`config.mk`:
```
export PLATFORM = sky130hd
export DESIGN_NAME = core_run_ctrl
export DESIGN_NICKNAME = d
export VERILOG_FILES = /design/src/rtl/core_run_pkg.sv /design/src/rtl/core_run_halt_det.sv /design/src/rtl/core_run_ctrl.sv
export SDC_FILE = /design/constraint.sdc
export NUM_CORES = 1
export LEC_CHECK = 0
export BUFFER_PORTS_ARGS = -buffer_cell sky130_fd_sc_hd__buf_2
export CAP_MARGIN = 30
export CORE_MARGIN = 2
export CORE_UTILIZATION = 47
export CTS_CLUSTER_SIZE = 40
export DETAILED_ROUTE_END_ITERATION = 12
export PLACE_DENSITY = 0.8
export SLEW_MARGIN = 20
export SYNTH_ARGS = -nofsm -noshare
export SYNTH_HDL_FRONTEND = slang
export SYNTH_SLANG_ARGS = --single-unit
```
`constraint.sdc`:
```
create_clock -name clk -period 2.5 [get_ports clk]
set_input_delay 0.125 -clock clk [delete_from_list [all_inputs] [get_ports clk]]
set_output_delay 0.125 -clock clk [all_outputs]
set_load 0.1 [all_outputs]
```
`src/rtl/core_run_pkg.sv`:
```
// Shared types and constants for the core run controller.
package core_run_pkg;

    // Controller sequencing states.
    typedef enum logic [1:0] {
        ST_IDLE,
        ST_RESET,
        ST_RUN,
        ST_DONE
    } run_state_t;

    // Outcome of a single RUN edge; anything but RES_NONE ends the run.
    typedef enum logic [2:0] {
        RES_NONE,
        RES_PASS,
        RES_FAIL,
        RES_HALT,
        RES_TIMEOUT
    } run_result_t;

    // Conventional tohost mailbox address used by the test programs.
    localparam logic [31:0] TOHOST_ADDR_DEFAULT = 32'h0000_1000;

endpackage

```
`src/rtl/core_run_halt_det.sv`:
```
// PC self-loop detector: flags when HALT_REPEAT consecutive valid PC samples
// are identical. Invalid cycles are transparent to the streak.
module core_run_halt_det #(
    parameter int ADDR_W      = 32,
    parameter int HALT_REPEAT = 4
) (
    input  logic              clk,
    input  logic              rst_n,
    input  logic              clear,
    input  logic              en,
    input  logic              pc_valid,
    input  logic [ADDR_W-1:0] pc,
    output logic              hit
);

    // Streak of 0 means no valid PC has been seen since the last clear.
    localparam int SW = (HALT_REPEAT < 1) ? 1 : $clog2(HALT_REPEAT + 1);
    localparam logic [SW-1:0] REP = SW'(HALT_REPEAT);

    logic [ADDR_W-1:0] last_pc_q;
    logic [SW-1:0]     streak_q;
    logic [SW-1:0]     streak_d;
    logic              sample;

    // Next streak length; saturates at HALT_REPEAT so it cannot wrap.
    always_comb begin
        sample   = en && pc_valid;
        streak_d = streak_q;
        if (sample) begin
            if ((streak_q != '0) && (pc == last_pc_q)) begin
                streak_d = (streak_q == REP) ? streak_q : streak_q + 1'b1;
            end else begin
                streak_d = {{(SW-1){1'b0}}, 1'b1};
            end
        end
        hit = (HALT_REPEAT != 0) && sample && (streak_d == REP);
    end

    // Track the last valid PC and the current streak length.
    always_ff @(posedge clk or negedge rst_n) begin
        if (!rst_n) begin
            last_pc_q <= '0;
            streak_q  <= '0;
        end else if (clear) begin
            last_pc_q <= '0;
            streak_q  <= '0;
        end else if (sample) begin
            last_pc_q <= pc;
            streak_q  <= streak_d;
        end
    end

endmodule

```
`src/rtl/core_run_ctrl.sv`:
```
// Run controller: sequences core reset, counts run cycles and latches the
// end-of-test cause (tohost store, PC self-loop or cycle budget).
module core_run_ctrl
    import core_run_pkg::*;
#(
    parameter int                RESET_CYCLES = 2,
    parameter int                MAX_CYCLES   = 150,
    parameter int                CNT_W        = 32,
    parameter int                ADDR_W       = 32,
    parameter logic [ADDR_W-1:0] TOHOST_ADDR  = ADDR_W'(TOHOST_ADDR_DEFAULT),
    parameter int                HALT_REPEAT  = 4
) (
    input  logic              clk,
    input  logic              rst_n,
    input  logic              start,
    output logic              core_rst,
    input  logic              mem_we,
    input  logic [ADDR_W-1:0] mem_addr,
    input  logic [31:0]       mem_wdata,
    input  logic              pc_valid,
    input  logic [ADDR_W-1:0] pc,
    output logic              done,
    output logic              pass,
    output logic              fail,
    output logic              halted,
    output logic              timeout,
    output logic [30:0]       exit_code,
    output logic [CNT_W-1:0]  cycle_count
);

    if (RESET_CYCLES < 1) begin : g_bad_reset_cycles
        $error("core_run_ctrl: RESET_CYCLES must be >= 1");
    end
    if (MAX_CYCLES < 1) begin : g_bad_max_cycles
        $error("core_run_ctrl: MAX_CYCLES must be >= 1");
    end
    if ((CNT_W < 63) && (longint'(MAX_CYCLES) >= (longint'(1) << CNT_W))) begin : g_cnt_too_narrow
        $error("core_run_ctrl: MAX_CYCLES does not fit in CNT_W");
    end

    localparam int               RW      = (RESET_CYCLES < 2) ? 1 : $clog2(RESET_CYCLES);
    localparam logic [RW-1:0]    RC_LAST = RW'(RESET_CYCLES - 1);
    localparam logic [CNT_W-1:0] MAX_C   = CNT_W'(MAX_CYCLES);

    run_state_t        state_q;
    logic [RW-1:0]     rcnt_q;
    logic [CNT_W-1:0]  cnt_q;
    logic              core_rst_q;
    logic              done_q, pass_q, fail_q, halted_q, timeout_q;
    logic [30:0]       exit_q;

    logic              restart;
    logic              halt_hit;
    logic              tohost_hit;
    logic [CNT_W-1:0]  cnt_inc;
    run_result_t       result;

    core_run_halt_det #(
        .ADDR_W      (ADDR_W),
        .HALT_REPEAT (HALT_REPEAT)
    ) u_halt_det (
        .clk      (clk),
        .rst_n    (rst_n),
        .clear    (restart),
        .en       (state_q == ST_RUN),
        .pc_valid (pc_valid),
        .pc       (pc),
        .hit      (halt_hit)
    );

    // Resolve this edge's termination cause: tohost beats halt beats timeout.
    always_comb begin
        restart    = start && ((state_q == ST_IDLE) || (state_q == ST_DONE));
        cnt_inc    = cnt_q + 1'b1;
        tohost_hit = mem_we && (mem_addr == TOHOST_ADDR) && (mem_wdata != 32'd0);
        result     = RES_NONE;
        if (tohost_hit) begin
            result = (mem_wdata == 32'd1) ? RES_PASS : RES_FAIL;
        end else if (halt_hit) begin
            result = RES_HALT;
        end else if (cnt_inc == MAX_C) begin
            result = RES_TIMEOUT;
        end
    end

    // Sequencer with all outputs registered.
    always_ff @(posedge clk or negedge rst_n) begin
        if (!rst_n) begin
            state_q    <= ST_IDLE;
            rcnt_q     <= '0;
            cnt_q      <= '0;
            core_rst_q <= 1'b1;
            done_q     <= 1'b0;
            pass_q     <= 1'b0;
            fail_q     <= 1'b0;
            halted_q   <= 1'b0;
            timeout_q  <= 1'b0;
            exit_q     <= '0;
        end else begin
            case (state_q)
                ST_IDLE, ST_DONE: begin
                    if (restart) begin
                        state_q    <= ST_RESET;
                        rcnt_q     <= '0;
                        cnt_q      <= '0;
                        core_rst_q <= 1'b1;
                        done_q     <= 1'b0;
                        pass_q     <= 1'b0;
                        fail_q     <= 1'b0;
                        halted_q   <= 1'b0;
                        timeout_q  <= 1'b0;
                        exit_q     <= '0;
                    end
                end
                ST_RESET: begin
                    if (rcnt_q == RC_LAST) begin
                        state_q    <= ST_RUN;
                        core_rst_q <= 1'b0;
                    end else begin
                        rcnt_q <= rcnt_q + 1'b1;
                    end
                end
                ST_RUN: begin
                    // The terminating edge is still counted as a run cycle.
                    cnt_q <= cnt_inc;
                    if (result != RES_NONE) begin
                        state_q    <= ST_DONE;
                        core_rst_q <= 1'b1;
                        done_q     <= 1'b1;
                        pass_q     <= (result == RES_PASS);
                        fail_q     <= (result == RES_FAIL);
                        halted_q   <= (result == RES_HALT);
                        timeout_q  <= (result == RES_TIMEOUT);
                        exit_q     <= (result == RES_FAIL) ? mem_wdata[31:1] : '0;
                    end
                end
                default: state_q <= ST_IDLE;
            endcase
        end
    end

    assign core_rst    = core_rst_q;
    assign done        = done_q;
    assign pass        = pass_q;
    assign fail        = fail_q;
    assign halted      = halted_q;
    assign timeout     = timeout_q;
    assign exit_code   = exit_q;
    assign cycle_count = cnt_q;

endmodule

```
==> results of run 1 <==
-- kinds of logic after synthesis --
family | after synthesis | synth area share
muxes | 5 | 0.00893
xor gates and xnor gates | 37 | 0.0551
DFF | 107 | 0.455
and+or+nand+nor | 259 | 0.233
adders and majority gates | 7 | 0.0149
AOI/OAI and AO/OA | 181 | 0.196
buffers and inverters | 49 | 0.0376
-- cell type report --
cell class / count / area (um^2) / share of cell area
well taps: 168 / 210 / 0.0255
multi-input cells: 489 / 3120 / 0.379
inverters: 12 / 45.0 / 0.00547
flip-flops and latches: 107 / 2770 / 0.336
repair buffers: 280 / 1820 / 0.221
clock buffers: 11 / 233 / 0.0283
clock inverters: 5 / 40.0 / 0.00487
-- placed cells by master, fill, tap and decap left out, types with 7 or more instances in the layout --
| cell type | instances |
|---|---|
| clkbuf_16 | 9 |
| nand2_1 | 98 |
| dfrtp_1 | 78 |
| a22o_1 | 32 |
| nor3_1 | 8 |
| a21oi_1 | 54 |
| nor2_1 | 38 |
| nor4_1 | 21 |
| nand4_1 | 20 |
| buf_4 | 82 |
| o21ai_0 | 52 |
| inv_1 | 11 |
| xnor2_1 | 8 |
| buf_2 | 168 |
| nand3_1 | 17 |
| dlygate4sd3_1 | 23 |
| and2_1 | 7 |
| dfrtp_4 | 22 |
| xor2_1 | 29 |
-- how the worst min path moves through the flow --
stage	cells past startpoint	slack, ns	end	from
6_report	2	0.002	exit_code[18]	mem_wdata[19]
4_1_cts	3	0.0005	u_halt_det.last_pc_q[15]	pc[15]
3_3_place_gp	1	0.23	cycle_count[8]	rst_n
2_1_floorplan	0	-0.17	cycle_count[13]	rst_n
5_1_grt	2	0.002	exit_code[3]	mem_wdata[4]
3_5_place_dp	1	0.22	cycle_count[8]	rst_n
-- flip-flops by register name, summed over array words and instances (netlist names) --
name,cells
core_rst,1
cycle_count,32
done,1
exit_code,31
fail,1
halted,1
pass,1
rcnt_q,1
state_q,2
timeout,1
u_halt_det.last_pc_q,32
u_halt_det.streak_q,3
-- power by group --
group,switching (mW),internal (mW)
Sequential,0.0591,1.81
Clock,0.661,0.684
Combinational,0.430,0.279
Total,1.15,2.77
-- through the flow --
step / util / instances / worst slack, ns / area, um^2 / setup TNS (ns)
floorplan: - / 645 / -0.375 / 6040 / -12.09
global placement: 0.627 / 1031 / -0.209 / 7600 / -6.85
detailed placement: 0.627 / 1031 / -0.259 / 7600 / -8.10
CTS: 0.674 / 1070 / -0.259 / 8160 / -8.10
global route: 0.679 / 1072 / -0.353 / 8230 / -11.49
finish: 0.679 / 1072 / -0.255 / 8230 / -7.28
-- critical path, stage by stage (launching register included) --
cell and delay [ns]:
dfrtp_4 0.45, ha_4 0.17, and3_1 0.18, nand4_1 0.10, buf_4 0.17, o32ai_4 0.25
a21oi_2 0.08, nor4_4 0.29, buf_4 0.17, a21oi_2 0.06, or2_4 0.30, buf_16 0.16
a22o_1 0.25
-- repair_timing --
item | in CTS | in global routing
gates resized for setup | 9 | 10
hold buffers | 22 | 1
endpoints found under the setup margin | 35 | 38
buffers inserted | 1 | 1
cloned | 1 | 0
pin swaps | 2 | 8
hold endpoints to repair | 73 | 1
-- layer usage --
| metal | routed length, um | up-vias |
|---|---|---|
| li1 | - | 2858 |
| met1 | 7330 | 2885 |
| met2 | 8240 | 218 |
| met3 | 1020 | 45 |
| met4 | 474 | 0 |
| met5 | 0 | - |
==> impl_metrics.py, run 1 <==
metrics = {
    "detailed_routing": {
        "drc_errors": 0,
        "drt-vias-per-instance": 5.60,
        "dr_total_vias": 6006,
        "drt_iter0_markers": 450,
        "avgRoutedWirePerCell_um": 15.9,
        "routed_wl_um": 17100,
        "drtAntennaViolNets": 0,
        "first_pass_iters": 5,
    },
    "global_route": {
        "antenna_found_initial": 0,
        "grt.overflow.total": 0,
        "grt_pass1_wl_um": 28000,
        "use_met2": 0.423,
        "busiest_layer": "met2",
        "grt_pass1_vias": 5818,
        "grt_use_total": 0.262,
        "grtUsageMet3": 0.0570,
        "grt_max_degree": 55,
        "use_met1": 0.352,
    },
    "timing": {
        "skew_ns": 0.00976,
        "finalMaxSlewViolations": 0,
        "hold_viol": 0,
        "fin_crit_ns": 2.76,
        "worst_slew_pin_slew_ns": 0.704,
        "finalWorstSetupSlack_ns": -0.255,
        "holdWs_ns": 0.00164,
        "relSlewSlack": 0.531,
        "min_period_over_period": 1.10,
        "setup_violations": 34,
        "clock.fmax_ghz": 0.363,
        "rsz0062_at_grt": "yes",
    },
    "clocking": {
        "numCtsBuffers": 9,
        "cts_htree_levels": 3,
        "tritoncts": "yes",
        "insertion_delay_ns": 0.37,
        "cts_root_buf": "clkbuf_16",
        "path_clk_slew_ns": 0.07,
        "clockBufferDepth": 2,
        "cts.sinks": 107,
    },
    "synthesis": {
        "synth_common_cells": "106 x dfrtp_1, 98 x nand2_1, 55 x a21oi_1",
        "ys_seq_area_frac": 0.455,
        "ys_ff_latch": 107,
        "synth_largest_area_cell": "dfrtp_1",
        "synth_cells": 645,
        "yosys.area.top_type_share": 0.451,
        "synth_fp_nets": 753,
        "ys_types": 56,
        "postSynth.asyncResetShare": 1.00,
        "synth.most_common_cell": "dfrtp_1",
        "synth_edf_count": 0,
        "yosysWarnings": 0,
        "synthTopCellsByArea": "dfrtp_1 45%, nand2_1 6.3%, a22o_1 4.8%",
        "synthFlopType": "dfrtp_1",
        "netlist_area_mm2": 0.00589,
        "syn_avg_cell_area_um2": 9.13,
    },
    "worst_setup_path": {
        "endpoint": "exit_code[30]",
        "end_kind": "flip-flop",
        "rrSetupSlack_ns": -0.26,
        "crit_arrival_ns": 3.00,
        "cp_max_fo": 17,
        "r2r-start": "cycle_count[1]",
        "worstSetupStartpoint": "cycle_count[1]",
        "required_ns": 2.74,
        "ff2ff_path_depth": 12,
        "cp-start-kind": "flip-flop",
        "r2r_end": "exit_code[30]",
        "critical_path_class": "reg -> reg",
    },
    "status": {
        "outcome": "complete, but fails checks",
        "violations": "negative setup slack",
    },
    "floorplan": {
        "core_area_mm2": 0.0121,
        "row_count": 40,
        "die_width_um": 116,
        "dieArea_mm2": 0.0134,
        "start_util": 0.486,
        "die_y_um": 116,
        "io_pins": 170,
    },
    "cells_and_area": {
        "area_delta_synth_final_pct": 39.8,
        "layout-drive-gt1-share": 0.365,
        "fillers": 1019,
        "antenna_cells": 0,
        "fin_nets": 1007,
    },
    "placement": {
        "gp_congestion": 0.896,
        "portBuffers": 169,
        "hpwl_um": 12000,
    },
    "power": {
        "power_density_mw_per_mm2": 477,
        "ir_drop_mv": 0.481,
        "power.total_mw": 3.92,
        "leakage_nw": 3.88,
    },
    "flow_run": {
        "cap_violations": 0,
    },
    "min_path": {
        "worst_hold_path_type": "in -> reg",
    },
}
Power figures use the tool's default switching activity.
==> run 2, diff against run 1 <==
RECOVER_POWER = 50   (was default)
==> impl_metrics.py, run 2 (synthesis results as in run 1) <==
metrics = {
    "placement": {
        "portBuffers": 169,
        "hpwl_um": 12000,
        "gp_congestion": 0.896,
        "placed_area_mm2": 0.00760,
        "dpl.cell_count": 1031,
    },
    "floorplan": {
        "dieArea_mm2": 0.0134,
        "row_count": 40,
        "start_util": 0.486,
        "die_y_um": 116,
        "core_area_mm2": 0.0121,
        "die_width_um": 116,
        "io_pins": 170,
    },
    "clocking": {
        "clockBufferDepth": 2,
        "path_clk_slew_ns": 0.07,
        "tritoncts": "yes",
        "numCtsBuffers": 9,
        "insertion_delay_ns": 0.36,
        "cts.sinks": 107,
        "cts_htree_levels": 3,
        "cts_root_buf": "clkbuf_16",
    },
    "worst_setup_path": {
        "crit_buf_inv": 3,
        "max_stage_delay_ns": 0.45,
        "cp_max_fo": 17,
        "critical_path_class": "reg -> reg",
        "crit_arrival_ns": 3.01,
        "cpMaxStageDelayCell": "dfrtp_4",
        "end_kind": "flip-flop",
        "crit_family": "simple AND/OR/NAND/NOR gates",
        "required_ns": 2.75,
        "critical_path.cell_chain": "ha_4 > and3_1 > nand4_1 > buf_4 > o32ai_4 > a21oi_2 > nor4_4 > buf_4 > a21oi_2 > or2_4 > buf_16 > a22o_1",
        "cp-start-kind": "flip-flop",
    },
    "global_route": {
        "grt_pass1_wl_um": 28000,
        "grt_max_degree": 55,
        "grt_pass1_vias": 5818,
        "antenna_found_initial": 0,
        "grt.overflow.total": 0,
        "grt_use_total": 0.262,
    },
    "power": {
        "p_seq_frac": 0.477,
        "p_int_mw": 2.77,
        "p_sw_frac": 0.293,
        "pwr-share-comb": 0.180,
        "pwr-share-clk": 0.343,
        "power_density_mw_per_mm2": 479,
        "power_switching_mw": 1.15,
        "ir_drop_mv": 0.482,
        "leakage_nw": 3.81,
    },
    "cells_and_area": {
        "layout-drive-gt1-share": 0.350,
        "multi_input_comb_area_mm2": 0.00312,
        "fin_nets": 1007,
        "mostFrequentLayoutCells": "154 x buf_2, 98 x nand2_1, 80 x buf_4",
        "fin_cells": 1072,
        "antenna_cells": 0,
        "fillers": 1027,
        "final_area_mm2": 0.00819,
        "area_delta_synth_final_pct": 39.2,
        "seqCellArea_mm2": 0.00277,
        "final_common_cell": "buf_2",
    },
    "status": {
        "outcome": "complete, but fails checks",
        "violations": "negative setup slack",
    },
    "timing": {
        "clock.fmax_ghz": 0.363,
        "setup_violations": 35,
        "min_period_over_period": 1.10,
        "hold_viol": 0,
        "worst_slew_pin_slew_ns": 1.35,
        "rsz0062_at_grt": "yes",
        "relSlewSlack": 0.0983,
        "skew_ns": 0.00955,
        "tns_ns": -8.05,
        "finalWorstSetupSlack_ns": -0.258,
        "fin_crit_ns": 2.76,
        "finalMaxSlewViolations": 0,
    },
    "detailed_routing": {
        "drt-vias-per-instance": 5.60,
        "first_pass_iters": 5,
        "drc_errors": 0,
        "wl_met2_um": 8300,
        "avgRoutedWirePerCell_um": 15.9,
        "drt_iter0_markers": 531,
        "routed_wl_um": 17100,
        "top_layer": "met4",
        "wl_met3_um": 1090,
        "m1WireLength_um": 7280,
        "drtAntennaViolNets": 0,
        "dr_total_vias": 5998,
    },
    "min_path": {
        "worst_hold_path_type": "in -> reg",
    },
    "flow_run": {
        "cap_violations": 0,
    },
}
## run 2: changes by cell type in the layout (fill, tap and decap cells not counted), sizes merged
cell / change
clkbuf: +17
buf: -17
## run 2: worst paths after layout
path,start,end,slack (ns),cells after the start
worst min-delay path,mem_wdata[19],exit_code[18],0.003,2
worst min register to register,core_rst,core_rst,0.49,2
min in group asynchronous,rst_n,cycle_count[4],0.61,2
worst max-delay path,cycle_count[1],exit_code[30],-0.26,12
max in group asynchronous,rst_n,u_halt_det.last_pc_q[21],0.36,3
worst max register to register,cycle_count[1],exit_code[30],-0.26,12
## run 2: per-stage QoR
step / power, mW / worst slack [ns] / utilization / hold WS [ns]
after global placement: 2.55 / -0.209 / 0.627 / 0.231
after CTS: 3.95 / -0.259 / 0.674 / 0.000503
after floorplan: 2.28 / -0.375 / - / -0.171
after global routing: 4.09 / -0.353 / 0.676 / 0.00224
after detailed placement: 2.57 / -0.259 / 0.627 / 0.221
final: 3.92 / -0.258 / 0.676 / 0.00336
## run 2: power by group through the flow
| stage | clock [mW] | combinational (mW) | sequential (mW) |
|---|---|---|---|
| after floorplan | 0 | 0.273 | 2.01 |
| after CTS | 1.38 | 0.702 | 1.87 |
| final | 1.35 | 0.705 | 1.87 |
| after global routing | 1.44 | 0.773 | 1.88 |
| after detailed placement | 0 | 0.665 | 1.90 |
| after global placement | 0 | 0.652 | 1.90 |
## run 2: final cells by class
type	instances	share of cell area
timing repair buffer	280	0.217
inverter	12	0.00550
clock buffer	11	0.0284
tap	168	0.0257
clock inverter	5	0.00489
multi-input combinational	489	0.380
sequential	107	0.338
## run 2: repair_timing
action	in CTS	in global routing
gates cloned	1	0
pin swaps	2	8
hold buffers	22	1
setup buffers	1	1
setup endpoints to repair	35	38
gates resized for setup	9	10
endpoints found under the hold margin	73	1
## run 2: metal layers
metal  up-vias  GRT usage
li1       2859          -
met1      2889      0.352
met2       210      0.423
met3        40     0.0570
met4         0     0.0897
met5         -          0
==> run 3, diff against run 2 <==
CTS_CLUSTER_SIZE = 12   (was 40)
SKIP_LAST_GASP = 1   (was default)
==> impl_metrics.py, run 3 (synthesis results as in run 1) <==
metrics = {
    "clocking": {
        "insertion_delay_ns": 0.36,
        "numCtsBuffers": 9,
        "cts_root_buf": "clkbuf_16",
        "cts.sinks": 107,
        "clockBufferDepth": 2,
        "tritoncts": "yes",
        "path_clk_slew_ns": 0.07,
        "cts_htree_levels": 3,
    },
    "worst_setup_path": {
        "worstSetupStartpoint": "cycle_count[1]",
        "critical_path.cell_chain": "buf_6 > nand4_4 > nor4_4 > nand4_1 > and3_4 > nor4_4 > buf_4 > a21oi_2 > or2_4 > buf_16 > a22o_1",
        "end_kind": "flip-flop",
        "cp_max_fo": 17,
        "required_ns": 2.74,
        "rrSetupSlack_ns": -0.25,
        "critical_path_class": "reg -> reg",
        "endpoint": "exit_code[30]",
        "path_common_cell": "nor4_4",
        "cpMaxStageDelayCell": "nor4_4",
        "ff2ff_path_depth": 11,
        "max_stage_delay_ns": 0.46,
        "crit_arrival_ns": 2.99,
        "r2r-start": "cycle_count[1]",
        "r2r_end": "exit_code[30]",
        "cp-start-kind": "flip-flop",
    },
    "power": {
        "power.total_mw": 3.91,
        "power_density_mw_per_mm2": 478,
        "leakage_nw": 3.81,
        "ir_drop_mv": 0.476,
    },
    "placement": {
        "gp_congestion": 0.896,
        "hpwl_um": 12000,
        "dpl.cell_count": 1031,
        "portBuffers": 169,
    },
    "timing": {
        "finalMaxSlewViolations": 0,
        "finalWorstSetupSlack_ns": -0.249,
        "hold_viol": 0,
        "worst_slew_pin_slew_ns": 1.35,
        "relSlewSlack": 0.0989,
        "skew_ns": 0.00857,
        "setup_violations": 34,
        "min_period_over_period": 1.10,
        "rsz0062_at_grt": "yes",
        "fin_crit_ns": 2.75,
        "clock.fmax_ghz": 0.364,
    },
    "detailed_routing": {
        "drt-vias-per-instance": 5.57,
        "first_pass_iters": 6,
        "dr_total_vias": 5972,
        "routed_wl_um": 17100,
        "drtAntennaViolNets": 0,
        "avgRoutedWirePerCell_um": 15.9,
        "drc_errors": 0,
        "drt_iter0_markers": 554,
    },
    "cells_and_area": {
        "antenna_cells": 0,
        "fillers": 1027,
        "fin_nets": 1007,
        "area_delta_synth_final_pct": 39.2,
        "layout-drive-gt1-share": 0.350,
        "final_common_cell": "buf_2",
        "mostFrequentLayoutCells": "154 x buf_2, 98 x nand2_1, 80 x buf_4",
        "fin_cells": 1072,
    },
    "floorplan": {
        "io_pins": 170,
        "die_width_um": 116,
        "row_count": 40,
        "core_area_mm2": 0.0121,
        "die_y_um": 116,
        "start_util": 0.486,
        "dieArea_mm2": 0.0134,
    },
    "status": {
        "outcome": "complete, but fails checks",
        "violations": "negative setup slack",
    },
    "global_route": {
        "grt_max_degree": 55,
        "antenna_found_initial": 0,
        "grt_pass1_wl_um": 28000,
        "grt.overflow.total": 0,
        "grt_pass1_vias": 5818,
        "grt_use_total": 0.262,
    },
    "min_path": {
        "worst_hold_path_type": "in -> reg",
    },
    "flow_run": {
        "cap_violations": 0,
    },
}
run 3: what timing repair did:
item | in CTS | in global routing
hold buffers | 22 | 1
setup buffers | 1 | 1
hold endpoints to repair | 73 | 1
gates cloned | 1 | 0
resized for setup | 9 | 10
pin swaps | 2 | 7
endpoints found under the setup margin | 35 | 38
run 3: worst max-delay path: cells and delay by family, from the launching register on:
kind	cells	cell delay (ns)
AND/OR/NAND/NOR	6	1.43
buffers and inverters	3	0.44
flip-flops	1	0.45
AO/OA/AOI/OAI	2	0.30
run 3: per-layer routing:
| metal | vias to the layer above | track usage | wire (um) |
|---|---|---|---|
| li1 | 2857 | - | - |
| met1 | 2871 | 0.352 | 7340 |
| met2 | 206 | 0.423 | 8320 |
| met3 | 38 | 0.0570 | 998 |
| met5 | - | 0 | 0 |
| met4 | 0 | 0.0897 | 405 |
run 3: area by class of cell:
class                   count  area (um^2)  share of cell area
repair buffers            280         1780               0.217
clock buffers              11          233              0.0284
inverters                  12         45.0             0.00550
multi-input cells         489         3120               0.380
clock inverters             5         40.0             0.00489
flip-flops and latches    107         2770               0.338
well taps                 168          210              0.0257
run 3: worst min path at each step:
stage                                     to  slack, ns  depth (start not counted)     startpoint
finish                         exit_code[18]      0.006                          2  mem_wdata[19]
global placement              cycle_count[8]       0.23                          1          rst_n
CTS                 u_halt_det.last_pc_q[15]     0.0005                          3         pc[15]
global route                    exit_code[3]      0.002                          2   mem_wdata[4]
detailed placement            cycle_count[8]       0.22                          1          rst_n
floorplan                    cycle_count[13]      -0.17                          0          rst_n
run 3: through the flow:
step | setup WS, ns | util | setup TNS, ns | area, um^2 | hold slack [ns]
2_1_floorplan | -0.375 | - | -12.09 | 6040 | -0.171
3_3_place_gp | -0.209 | 0.627 | -6.85 | 7600 | 0.231
3_5_place_dp | -0.259 | 0.627 | -8.10 | 7600 | 0.221
4_1_cts | -0.259 | 0.674 | -8.10 | 8160 | 0.000503
5_1_grt | -0.355 | 0.676 | -12.98 | 8190 | 0.00224
6_report | -0.249 | 0.676 | -7.61 | 8190 | 0.00565
run 3: where the power goes:
part	internal [mW]	leakage (nW)	switching [mW]
clock network	0.684	0.134	0.656
registers	1.81	1.35	0.0591
logic	0.276	2.33	0.429
